`src/rtl/sll_iter_unit.sv`:
```
// Multi-cycle logical left shifter (SLL/SLLI): at most STEP positions per clock, valid/ready on both sides.
// Optional macro SLL_ZERO_BYPASS_EN: a zero shift amount skips the SHIFT state and goes straight to DONE.
module sll_iter_unit #(
  parameter int unsigned N    = 32,
  parameter int unsigned SH_W = 5,
  parameter int unsigned STEP = 4
) (
  input  logic            i_clk,
  input  logic            i_rst_n,
  input  logic            i_flush,
  input  logic            i_in_valid,
  output logic            o_in_ready,
  input  logic [N-1:0]    i_data_in,
  input  logic [SH_W-1:0] i_shift,
  output logic            o_out_valid,
  input  logic            i_out_ready,
  output logic [N-1:0]    o_data_out,
  output logic            o_busy
);

  typedef enum logic [1:0] {
    S_IDLE  = 2'd0,
    S_SHIFT = 2'd1,
    S_DONE  = 2'd2
  } state_t;

  localparam logic [SH_W-1:0] STEP_REM = SH_W'(STEP);

  state_t          r_state;
  logic [N-1:0]    r_acc;
  logic [SH_W-1:0] r_rem;
  logic            r_in_ready;
  logic            r_out_valid;
  logic            r_busy;

  logic            w_more;

  // Another full STEP is needed only while the remainder exceeds it
  assign w_more = (r_rem > STEP_REM);

  // State, datapath and Moore outputs are all updated together so the outputs stay registered
  always_ff @(posedge i_clk or negedge i_rst_n) begin
    if (!i_rst_n) begin
      r_state     <= S_IDLE;
      r_acc       <= '0;
      r_rem       <= '0;
      r_in_ready  <= 1'b1;
      r_out_valid <= 1'b0;
      r_busy      <= 1'b0;
    end else if (i_flush) begin
      r_state     <= S_IDLE;
      r_rem       <= '0;
      r_in_ready  <= 1'b1;
      r_out_valid <= 1'b0;
      r_busy      <= 1'b0;
    end else begin
      case (r_state)
        S_IDLE: begin
          if (i_in_valid) begin
            r_acc      <= i_data_in;
            r_rem      <= i_shift;
            r_in_ready <= 1'b0;
            r_busy     <= 1'b1;
`ifdef SLL_ZERO_BYPASS_EN
            if (i_shift == '0) begin
              r_state     <= S_DONE;
              r_out_valid <= 1'b1;
            end else begin
              r_state     <= S_SHIFT;
            end
`else
            r_state    <= S_SHIFT;
`endif
          end
        end
        S_SHIFT: begin
          if (w_more) begin
            r_acc <= r_acc << STEP;
            r_rem <= r_rem - STEP_REM;
          end else begin
            r_acc       <= r_acc << r_rem;
            r_rem       <= '0;
            r_state     <= S_DONE;
            r_out_valid <= 1'b1;
          end
        end
        S_DONE: begin
          // Result held until the consumer takes it; no same-cycle re-accept
          if (i_out_ready) begin
            r_state     <= S_IDLE;
            r_in_ready  <= 1'b1;
            r_out_valid <= 1'b0;
            r_busy      <= 1'b0;
          end
        end
        default: begin
          r_state     <= S_IDLE;
          r_rem       <= '0;
          r_in_ready  <= 1'b1;
          r_out_valid <= 1'b0;
          r_busy      <= 1'b0;
        end
      endcase
    end
  end

  assign o_in_ready  = r_in_ready;
  assign o_out_valid = r_out_valid;
  assign o_busy      = r_busy;
  assign o_data_out  = r_acc;

endmodule

```
`config.mk`:
```
export PLATFORM = sky130hd
export DESIGN_NAME = sll_iter_unit
export DESIGN_NICKNAME = d
export VERILOG_FILES = /design/src/rtl/sll_iter_unit.sv
export SDC_FILE = /design/constraint.sdc
export NUM_CORES = 1
export LEC_CHECK = 0
export BUFFER_PORTS_ARGS = -buffer_cell sky130_fd_sc_hd__buf_2
export CAP_MARGIN = 20
export CORE_ASPECT_RATIO = 1.5
export CORE_UTILIZATION = 26
export CTS_CLUSTER_SIZE = 10
export DETAILED_ROUTE_END_ITERATION = 6
export SYNTH_ARGS = -nofsm -noshare
export SYNTH_HDL_FRONTEND = slang
export SYNTH_SLANG_ARGS = --single-unit
```
`constraint.sdc`:
```
create_clock -name i_clk -period 3.4 [get_ports i_clk]
set_input_delay 0.51 -clock i_clk [delete_from_list [all_inputs] [get_ports i_clk]]
set_output_delay 0.51 -clock i_clk [all_outputs]
set_load 0.005 [all_outputs]
```
# After elaboration in Yosys (flattened, before gate mapping)
# Cells that the tools add are included.
[word_totals]
register_bits = 42
latch_bits = 0
mem_bits_rw = 0
mem_bits_ro = 0
output_inout_bits = 35
wordCells = 49
memories = 0
[classes]
n_addsub = 1
multipliers = 0
div = 0
n_lt_le_gt_ge = 1
n_eq_ne = 9
shift = 1
n_mux = 23
bitwise_logic = 1
n_reduce_logical = 7
[op_table]
columns = ["cell", "count"]
rows = [
  ["32-bit 2-to-1 mux", 2],
  ["32-bit case mux with 2 select lines", 1],
  ["32-bit by 5-bit left shift with 32-bit output", 1],
  ["5-bit 2-to-1 mux", 3],
  ["5-bit case mux with 3 select lines", 1],
  ["3-bit AND reduction", 4],
  ["3-bit != test, second input constant", 3],
  ["1-bit case mux with 3 select lines", 3],
  ["1-bit 2-to-1 mux", 8],
  ["2-bit 2-to-1 mux", 4],
  ["2-bit != test, second input constant", 4],
  ["2-bit case mux with 3 select lines", 1],
  ["5-bit by 3-bit greater-than comparator with 1-bit output, second input constant", 1],
  ["5-bit by 3-bit subtractor with 5-bit output, second input constant", 1],
  ["2-bit by 1-bit == test with 1-bit output, second input constant", 1],
  ["2-bit == test, second input constant", 1],
  ["2-bit zero test", 1],
  ["2-bit AND reduction", 1],
  ["2-bit nonzero test", 1],
  ["1-bit NOT", 1],
]

# Depth between registers and ports, before layout
# Gate-level depths: netlist of the first run.
[depth]
word_depth = 4
ltp_mapped = 9
ltp_nobuf = 6

# Worst setup path before layout of the first run
# OpenSTA, ideal clock, no wires.
[synth_timing]
kind = "reg-to-reg"
start = "register r_rem[3]"
end = "register r_acc[29], in the netlist o_data_out[29]"
setup_ps = 120
t_arrival_ps = 2308
t_required_ps = 3280
slack_ps = 971
stages_incl_launch_ff = 9
path_buffers = 2
path_cell_list = "dfrtp_1 > inv_1 > ha_1 > or3b_1 > buf_2 > a21o_1 > buf_6 > or4_1 > a41o_1"
[synth_between]
elab_chain_cells = 3
elab_cells_between_ends = 4
classes_between = "1 x order compare; 1 x shift; 2 x mux"
[synth_lines]
columns = ["item", "line_no", "source"]
rows = [
  ["from (decl)", "31", "logic [SH_W-1:0] r_rem;"],
  ["from (signal assigned)", "61", "r_rem <= i_shift;"],
  ["from (signal assigned)", "79", "r_rem <= r_rem - STEP_REM;"],
  ["32-bit by 5-bit left shift with 32-bit output or 5-bit by 3-bit greater-than comparator with 1-bit output (tied branches)", "81, 39", ""],
  ["32-bit 2-to-1 mux (*)", "77", "if (w_more) begin"],
  ["32-bit case mux with 2 select lines (*)", "57", "case (r_state)"],
  ["to (signal assigned)", "60", "r_acc <= i_data_in;"],
  ["to (signal assigned)", "78", "r_acc <= r_acc << STEP;"],
  ["to (signal assigned)", "81", "r_acc <= r_acc << r_rem;"],
  ["to (decl)", "30", "logic [N-1:0] r_acc;"],
]
# Every way passes the cells marked *; elsewhere a longest branch is shown, timed or not.
# A chain may end at the register's enable or synchronous reset.

# Worst setup path after layout of the first run
# Same ends and word-level chain as after synthesis.

==> results of run 1 <==
power by group through the flow:
stage	clock, W	sequential, W	combinational, W
2_1_floorplan	0	0.000880	0.00107
3_3_place_gp	0	0.00101	0.00151
3_5_place_dp	0	0.00101	0.00152
4_1_cts	0.000499	0.00100	0.00153
5_1_grt	0.000514	0.00104	0.00167
6_report	0.000489	0.00102	0.00154
layout make-up:
class / count / area share (%)
Timing Repair Buffer: 89 / 10.7
Multi-Input combinational cell: 305 / 56.1
Tap cell: 192 / 5.40
Clock buffer: 7 / 3.21
Inverter: 9 / 0.759
Sequential cell: 42 / 23.7
Clock inverter: 1 / 0.113
flip-flops by register name (all words and copies together), names as in the netlist:
name         cells
o_busy           1
o_data_out      32
o_in_ready       1
o_out_valid      1
r_rem            5
r_state          2
metrics by stage:
stage	power, W	instances	setup WS (ns)
finish	0.00305	645	0.686
global route	0.00322	645	0.550
CTS	0.00303	645	0.718
detailed placement	0.00253	637	0.729
global placement	0.00252	637	0.816
floorplan	0.00195	395	0.971
routing by layer:
layer  vias up  wire length [µm]  GRT usage [%]
li1       1680                 -              -
met1      1849              4870           20.7
met2       187              6740           31.1
met3        54               941           2.86
met4         0               757           10.7
met5         -                 0              0
synth_stat cells, types with 3 or more instances:
cell type	n
a22o_1	4
or4_1	3
o211a_1	3
a21oi_1	26
nor2b_1	7
o31ai_1	3
nand2b_1	4
o21ai_0	10
nand2_1	25
a22oi_1	7
a221oi_1	16
clkbuf_1	27
o21bai_1	12
dfrtp_1	41
mux2_2	27
nor2_1	30
a221o_1	3
nor3_1	12
ha_1	3
a21o_1	3
a211oi_1	9
mux2i_1	8
mux4_2	25
o221ai_1	5
nor4_1	18
or2_2	4
o211ai_1	4
inv_1	8
or3_1	3
a31oi_1	4
and3_1	4
buf_2	7
worst max-delay path by stage:
stage,end,slack [ns],cells past startpoint
4_1_cts,o_data_out[29]$_DFFE_PN0P_,0.72,5
3_5_place_dp,o_data_out[29]$_DFFE_PN0P_,0.73,5
6_report,o_data_out[29]$_DFFE_PN0P_,0.69,6
3_3_place_gp,o_data_out[29]$_DFFE_PN0P_,0.82,5
2_1_floorplan,o_data_out[29]$_DFFE_PN0P_,0.97,8
5_1_grt,o_data_out[29]$_DFFE_PN0P_,0.55,5
kinds of logic after synthesis:
kind of cell	Yosys count	synth area share, %
mux	60	25.2
buf+inv	48	5.63
compound gates	125	24.4
flops	42	28.0
fa+ha+maj	3	1.00
simple gates	117	15.8
==> impl_metrics.env, run 1 <==
export IMPL_root_buffer="clkbuf_16"
export IMPL_gp_congestion=0.939
export IMPL_start_util_pct=26.7
export IMPL_power_per_cell_area_nw_per_um2=685
export IMPL_critical_path_class="reg2reg"
export IMPL_diodes=0
export IMPL_p_clk_share_pct=16.1
export IMPL_yosysWarnings=0
export IMPL_p_leak_nw=1.73
export IMPL_die_area_um2=14900
export IMPL_fmax_mhz=368
export IMPL_synth_edf_count=0
export IMPL_synth_nets=440
export IMPL_rsz0062_at_grt="no"
export IMPL_pin_count=77
export IMPL_yosysTopAreaCell="dfrtp_1"
export IMPL_cp_cell_sequence="inv_1 > ha_1 > or3b_1 > a21o_1 > or4_1 > a41o_1"
export IMPL_dr_pass1_iters=5
export IMPL_cp_max_fo=9
export IMPL_grt_overflow=0
export IMPL_fin_util_pct=31.6
export IMPL_synth_area_um2=3750
export IMPL_ys_flop_type="dfrtp_1"
export IMPL_clock_sinks=42
export IMPL_r2r_end="o_data_out[29]$_DFFE_PN0P_"
export IMPL_wl_per_cell_um=20.6
export IMPL_cts_resized=0
export IMPL_viasPerCell=5.84
export IMPL_finalClockSkew_ns=0.00270
export IMPL_drt_initial_drc_count=301
export IMPL_crit_path_top_delay_cell="or4_1"
export IMPL_grt_usage_pct=18.0
export IMPL_worstRegToRegCells=6
export IMPL_hold_class="in2async"
export IMPL_drv_slew=0
export IMPL_min_period_over_period_pct=79.8
export IMPL_critical_path_buf_inv_count=1
export IMPL_syn_inst=395
export IMPL_drive_gt1_share_pct=35.3
export IMPL_setup_tns_ns=0
export IMPL_multi_input_area_um2=2490
export IMPL_grt_antenna_before_repair=0
export IMPL_grt_pass1_wl_mm=20.8
export IMPL_final_area_um2=4450
export IMPL_whs_ns=0.382
export IMPL_cp_end_kind="flop"
export IMPL_yosys_top_cells_area="dfrtp_1 27%, mux4_2 15%, mux2_2 8.1%, a221oi_1 3.7%, a21oi_1 3.5%"
export IMPL_synth_cell_types=56
export IMPL_cts_htree_levels=2
export IMPL_final_cell_mix="76 x buf_2, 39 x dfrtp_1, 30 x nor2_1"
export IMPL_clockBufferDepth=2
export IMPL_synth_avg_cell_area_um2=9.51
export IMPL_drt_total_wl_mm=13.3
export IMPL_async_flop_share_pct=100
export IMPL_reg2reg_from="r_rem[3]$_DFFE_PN0P_"
export IMPL_num_rows=53
export IMPL_r2r_slack_ns=0.69
export IMPL_worst_slew_pin_slew_ns=0.975
export IMPL_yosysTopAreaCellShare_pct=27.3
export IMPL_maxCapViolCount=0
export IMPL_core_area_um2=14100
export IMPL_crit_family="simple AND/OR/NAND/NOR gates"
export IMPL_drc_errors=0
export IMPL_postCtsSetupBuffers=0
export IMPL_power_switching_w=0.00133
export IMPL_cts_buffers=5
export IMPL_cp_arrival_ns=2.89
export IMPL_cts_hold_buffers_added=0
export IMPL_critPathLaunchType="flop"
export IMPL_dp_hpwl_mm=9.90
export IMPL_final_antenna_net_count=0
export IMPL_seq_area_um2=1050
export IMPL_critPathMaxStageDelay_ns=0.55
export IMPL_cts_tree="built"
export IMPL_seq_area_frac_synth_pct=28.0
export IMPL_dr_total_vias=3770
export IMPL_p_int_w=0.00172
export IMPL_power_share_sequential_pct=33.3
export IMPL_startpoint="r_rem[3]$_DFFE_PN0P_"
export IMPL_status="completed"
export IMPL_clk_pin_slew_ns=0.06
export IMPL_numPortBuffers=76
export IMPL_clkLatencyLatePin_ns=0.28
export IMPL_ir_drop_v=0.000230
export IMPL_crit_required_ns=3.57
export IMPL_final_common_cell="buf_2"
export IMPL_area_growth_pct=18.5
export IMPL_relSlewSlack_pct=35.0
export IMPL_post_route_min_period_ns=2.71
export IMPL_comb_power_share_pct=50.6
export IMPL_switching_share_pct=43.6
export IMPL_die_w_um=100
export IMPL_setup_violations=0
export IMPL_fillers=1505
export IMPL_die_h_um=149
export IMPL_grt_start_max_net_pins=43
export IMPL_place_area_um2=4300
export IMPL_nets=497
export IMPL_final_hold_viol_count=0
export IMPL_ys_ff_latch=42
export IMPL_first_global_vias=3838
No activity file was read; power rests on OpenSTA's default activity.
==> run 2: changes to the inputs <==
--- a/config.mk
+++ b/config.mk
@@ -5,6 +5,7 @@
 export SDC_FILE = /design/constraint.sdc
 export NUM_CORES = 1
 export LEC_CHECK = 0
+export ABC_AREA = 1
 export BUFFER_PORTS_ARGS = -buffer_cell sky130_fd_sc_hd__buf_2
 export CAP_MARGIN = 20
 export CORE_ASPECT_RATIO = 1.5
==> constraint.sdc (replaced) <==
create_clock -name i_clk -period 2.3 [get_ports i_clk]
set_input_delay 0.345 -clock i_clk [delete_from_list [all_inputs] [get_ports i_clk]]
set_output_delay 0.345 -clock i_clk [all_outputs]
set_load 0.005 [all_outputs]
==> run 2 against run 1 <==
Final area fell by 1.9%; fmax up 36%; utilization fell by 0.29 points; critical path type unchanged; first-iteration DRC count rose by 11%; synthesized area shrank 1.7%; hold slack lost 0.091 ns.
==> impl_metrics.env, run 2 <==
export IMPL_synth_edf_count=0
export IMPL_die_h_um=148
export IMPL_crit_required_ns=2.48
export IMPL_grt_start_max_net_pins=52
export IMPL_dpl_worst_slack_ns=0.331
export IMPL_r2r_slack_ns=0.30
export IMPL_synth_avg_cell_area_um2=5.73
export IMPL_cp_end_kind="flop"
export IMPL_cts_htree_levels=2
export IMPL_yosys_top_cells_area="dfrtp_1 28%, nand2_1 28%, nand3_1 16%, nor2_1 7.2%, o21ai_0 3.7%"
export IMPL_synth_common_cells="273 x nand2_1, 120 x nand3_1, 71 x nor2_1"
export IMPL_setup_violations=0
export IMPL_yosysWarnings=0
export IMPL_total_power_w=0.00458
export IMPL_fmax_mhz=500
export IMPL_postCtsSetupBuffers=0
export IMPL_gp_congestion=0.892
export IMPL_yosysTopAreaCellShare_pct=27.8
export IMPL_p_leak_nw=2.24
export IMPL_drv_slew=0
export IMPL_yosysTopAreaCell="dfrtp_1"
export IMPL_die_w_um=99.3
export IMPL_nets=751
export IMPL_numPortBuffers=76
export IMPL_drive_gt1_share_pct=16.0
export IMPL_rsz0062_at_grt="no"
export IMPL_hold_class="in2reg"
export IMPL_synth_nets=689
export IMPL_post_route_min_period_ns=2.00
export IMPL_power_per_cell_area_nw_per_um2=1050
export IMPL_area_growth_pct=18.3
export IMPL_grt_usage_pct=18.0
export IMPL_finalClockSkew_ns=0.00627
export IMPL_cts_tree="built"
export IMPL_num_rows=53
export IMPL_clkLatencyLatePin_ns=0.29
export IMPL_clk_pin_slew_ns=0.06
export IMPL_syn_inst=644
export IMPL_crit_path_top_delay_cell="dfrtp_1"
export IMPL_placedCellCount=863
export IMPL_worst_slew_pin_slew_ns=0.536
export IMPL_setup_tns_ns=0
export IMPL_synth_cell_types=27
export IMPL_ys_flop_type="dfrtp_1"
export IMPL_first_global_vias=4203
export IMPL_viasPerCell=5.07
export IMPL_root_buffer="clkbuf_16"
export IMPL_finalNonFillerCells=870
export IMPL_cts_buffers=5
export IMPL_drt_total_wl_mm=12.8
export IMPL_dr_total_vias=4409
export IMPL_final_cell_mix="273 x nand2_1, 120 x nand3_1, 76 x buf_2"
export IMPL_final_hold_viol_count=0
export IMPL_critPathLaunchType="flop"
export IMPL_wl_per_cell_um=14.8
export IMPL_dp_hpwl_mm=9.64
export IMPL_grt_pass1_wl_mm=20.9
export IMPL_cp_arrival_ns=2.18
export IMPL_async_flop_share_pct=100
export IMPL_die_area_um2=14700
export IMPL_setup_ws_ns=0.299
export IMPL_critPathMaxStageDelay_ns=0.44
export IMPL_min_period_over_period_pct=87.0
export IMPL_cp_cell_sequence="inv_2 > ha_1 > nand3_2 > nand2_2 > inv_2 > buf_4 > nand2_1 > nand2_1 > a21oi_1 > nand2_1 > nand2_1 > nand2_1"
export IMPL_grt_overflow=0
export IMPL_yosys_cell_count_top_type="nand2_1"
export IMPL_final_common_cell="nand2_1"
export IMPL_status="completed"
export IMPL_pin_count=77
export IMPL_core_area_um2=13900
export IMPL_drt_initial_drc_count=334
export IMPL_clockBufferDepth=2
export IMPL_ys_ff_latch=42
export IMPL_grt_antenna_before_repair=0
export IMPL_clock_sinks=42
export IMPL_synth_area_um2=3690
export IMPL_largest_reg_flops=32
export IMPL_drc_errors=0
export IMPL_dr_pass1_iters=7
export IMPL_cp_common_cell="nand2_1"
export IMPL_relSlewSlack_pct=64.2
export IMPL_cts_resized=0
export IMPL_critical_path_class="reg2reg"
export IMPL_seq_area_frac_synth_pct=28.5
export IMPL_cp_max_fo=25
export IMPL_final_antenna_net_count=0
export IMPL_start_util_pct=26.5
export IMPL_diodes=0
export IMPL_maxCapViolCount=0
export IMPL_ir_drop_v=0.000427
run 2: area by class of cell:
type / count / area, µm²
fill: 1637 / 9560
multi-input combinational: 540 / 2360
sequential: 42 / 1050
timing repair buffer: 91 / 508
tap: 165 / 206
clock buffer: 6 / 139
inverter: 26 / 97.6
run 2: cell families (layout without fill, tap and decap cells):
family	Yosys count	after routing	share of synthesized area (%)
DFF	42	42	28.5
AOI/OAI and AO/OA	56	56	7.77
buffers and inverters	62	123	7.97
adders and majority gates	3	3	1.02
xor gates and xnor gates	1	1	0.237
and+or+nand+nor	480	480	54.5
run 2: timing repair:
| action | 4_1_cts | 5_1_grt |
|---|---|---|
| setup endpoints to repair | 0 | 0 |
| hold buffers | 1 | 0 |
| endpoints found under the hold margin | 1 | 0 |
run 2: final timing paths:
check | startpoint | end | cells after the start
worst max-delay path | r_rem[3]$_DFFE_PN0P_ | o_data_out[10]$_DFFE_PN0P_ | 12
worst min-delay path | i_shift[0] | r_rem[0]$_DFFE_PN0P_ | 3
worst max register to register | r_rem[3]$_DFFE_PN0P_ | o_data_out[10]$_DFFE_PN0P_ | 12
worst min register to register | o_busy$_DFFE_PN0P_ | o_busy$_DFFE_PN0P_ | 2
max in group asynchronous | i_rst_n | o_in_ready$_DFFE_PN1P_ | 3
min in group asynchronous | i_rst_n | o_data_out[2]$_DFFE_PN0P_ | 2
run 2: per-layer routing:
metal  wire length [µm]  track usage [%]  part of all wire [%]  vias to the layer above
li1                   -                -                     -                     2210
met1               5260             21.1                    41                     2001
met2               6280             30.4                    49                      152
met3                671             2.65                   5.2                       46
met4                629             11.4                   4.9                        0
met5                  0                0                     0                        -
run 2: worst max-delay path, delay by kind of cell (launching register included):
| kind | cells | cell delay, ns |
|---|---|---|
| AO/OA/AOI/OAI | 1 | 0.17 |
| adder cells (fa/ha/maj) | 1 | 0.18 |
| buffers and inverters | 3 | 0.48 |
| flip-flops | 1 | 0.44 |
| AND/OR/NAND/NOR | 7 | 0.62 |
run 2: stage by stage:
stage                     utilization (%)  cell area [µm²]  hold slack, ns
after floorplan                         -             3690          0.0494
after global placement               30.3             4220           0.146
after detailed placement             30.3             4220           0.146
after CTS                            31.3             4370           0.294
after global routing                 31.3             4370           0.326
final                                31.3             4370           0.291
run 2: report_power, final:
group          total (W)  internal (W)  switching, W
clock network   0.000717      0.000420      0.000297
registers        0.00135      0.000984      0.000365
logic            0.00251      0.000869       0.00164
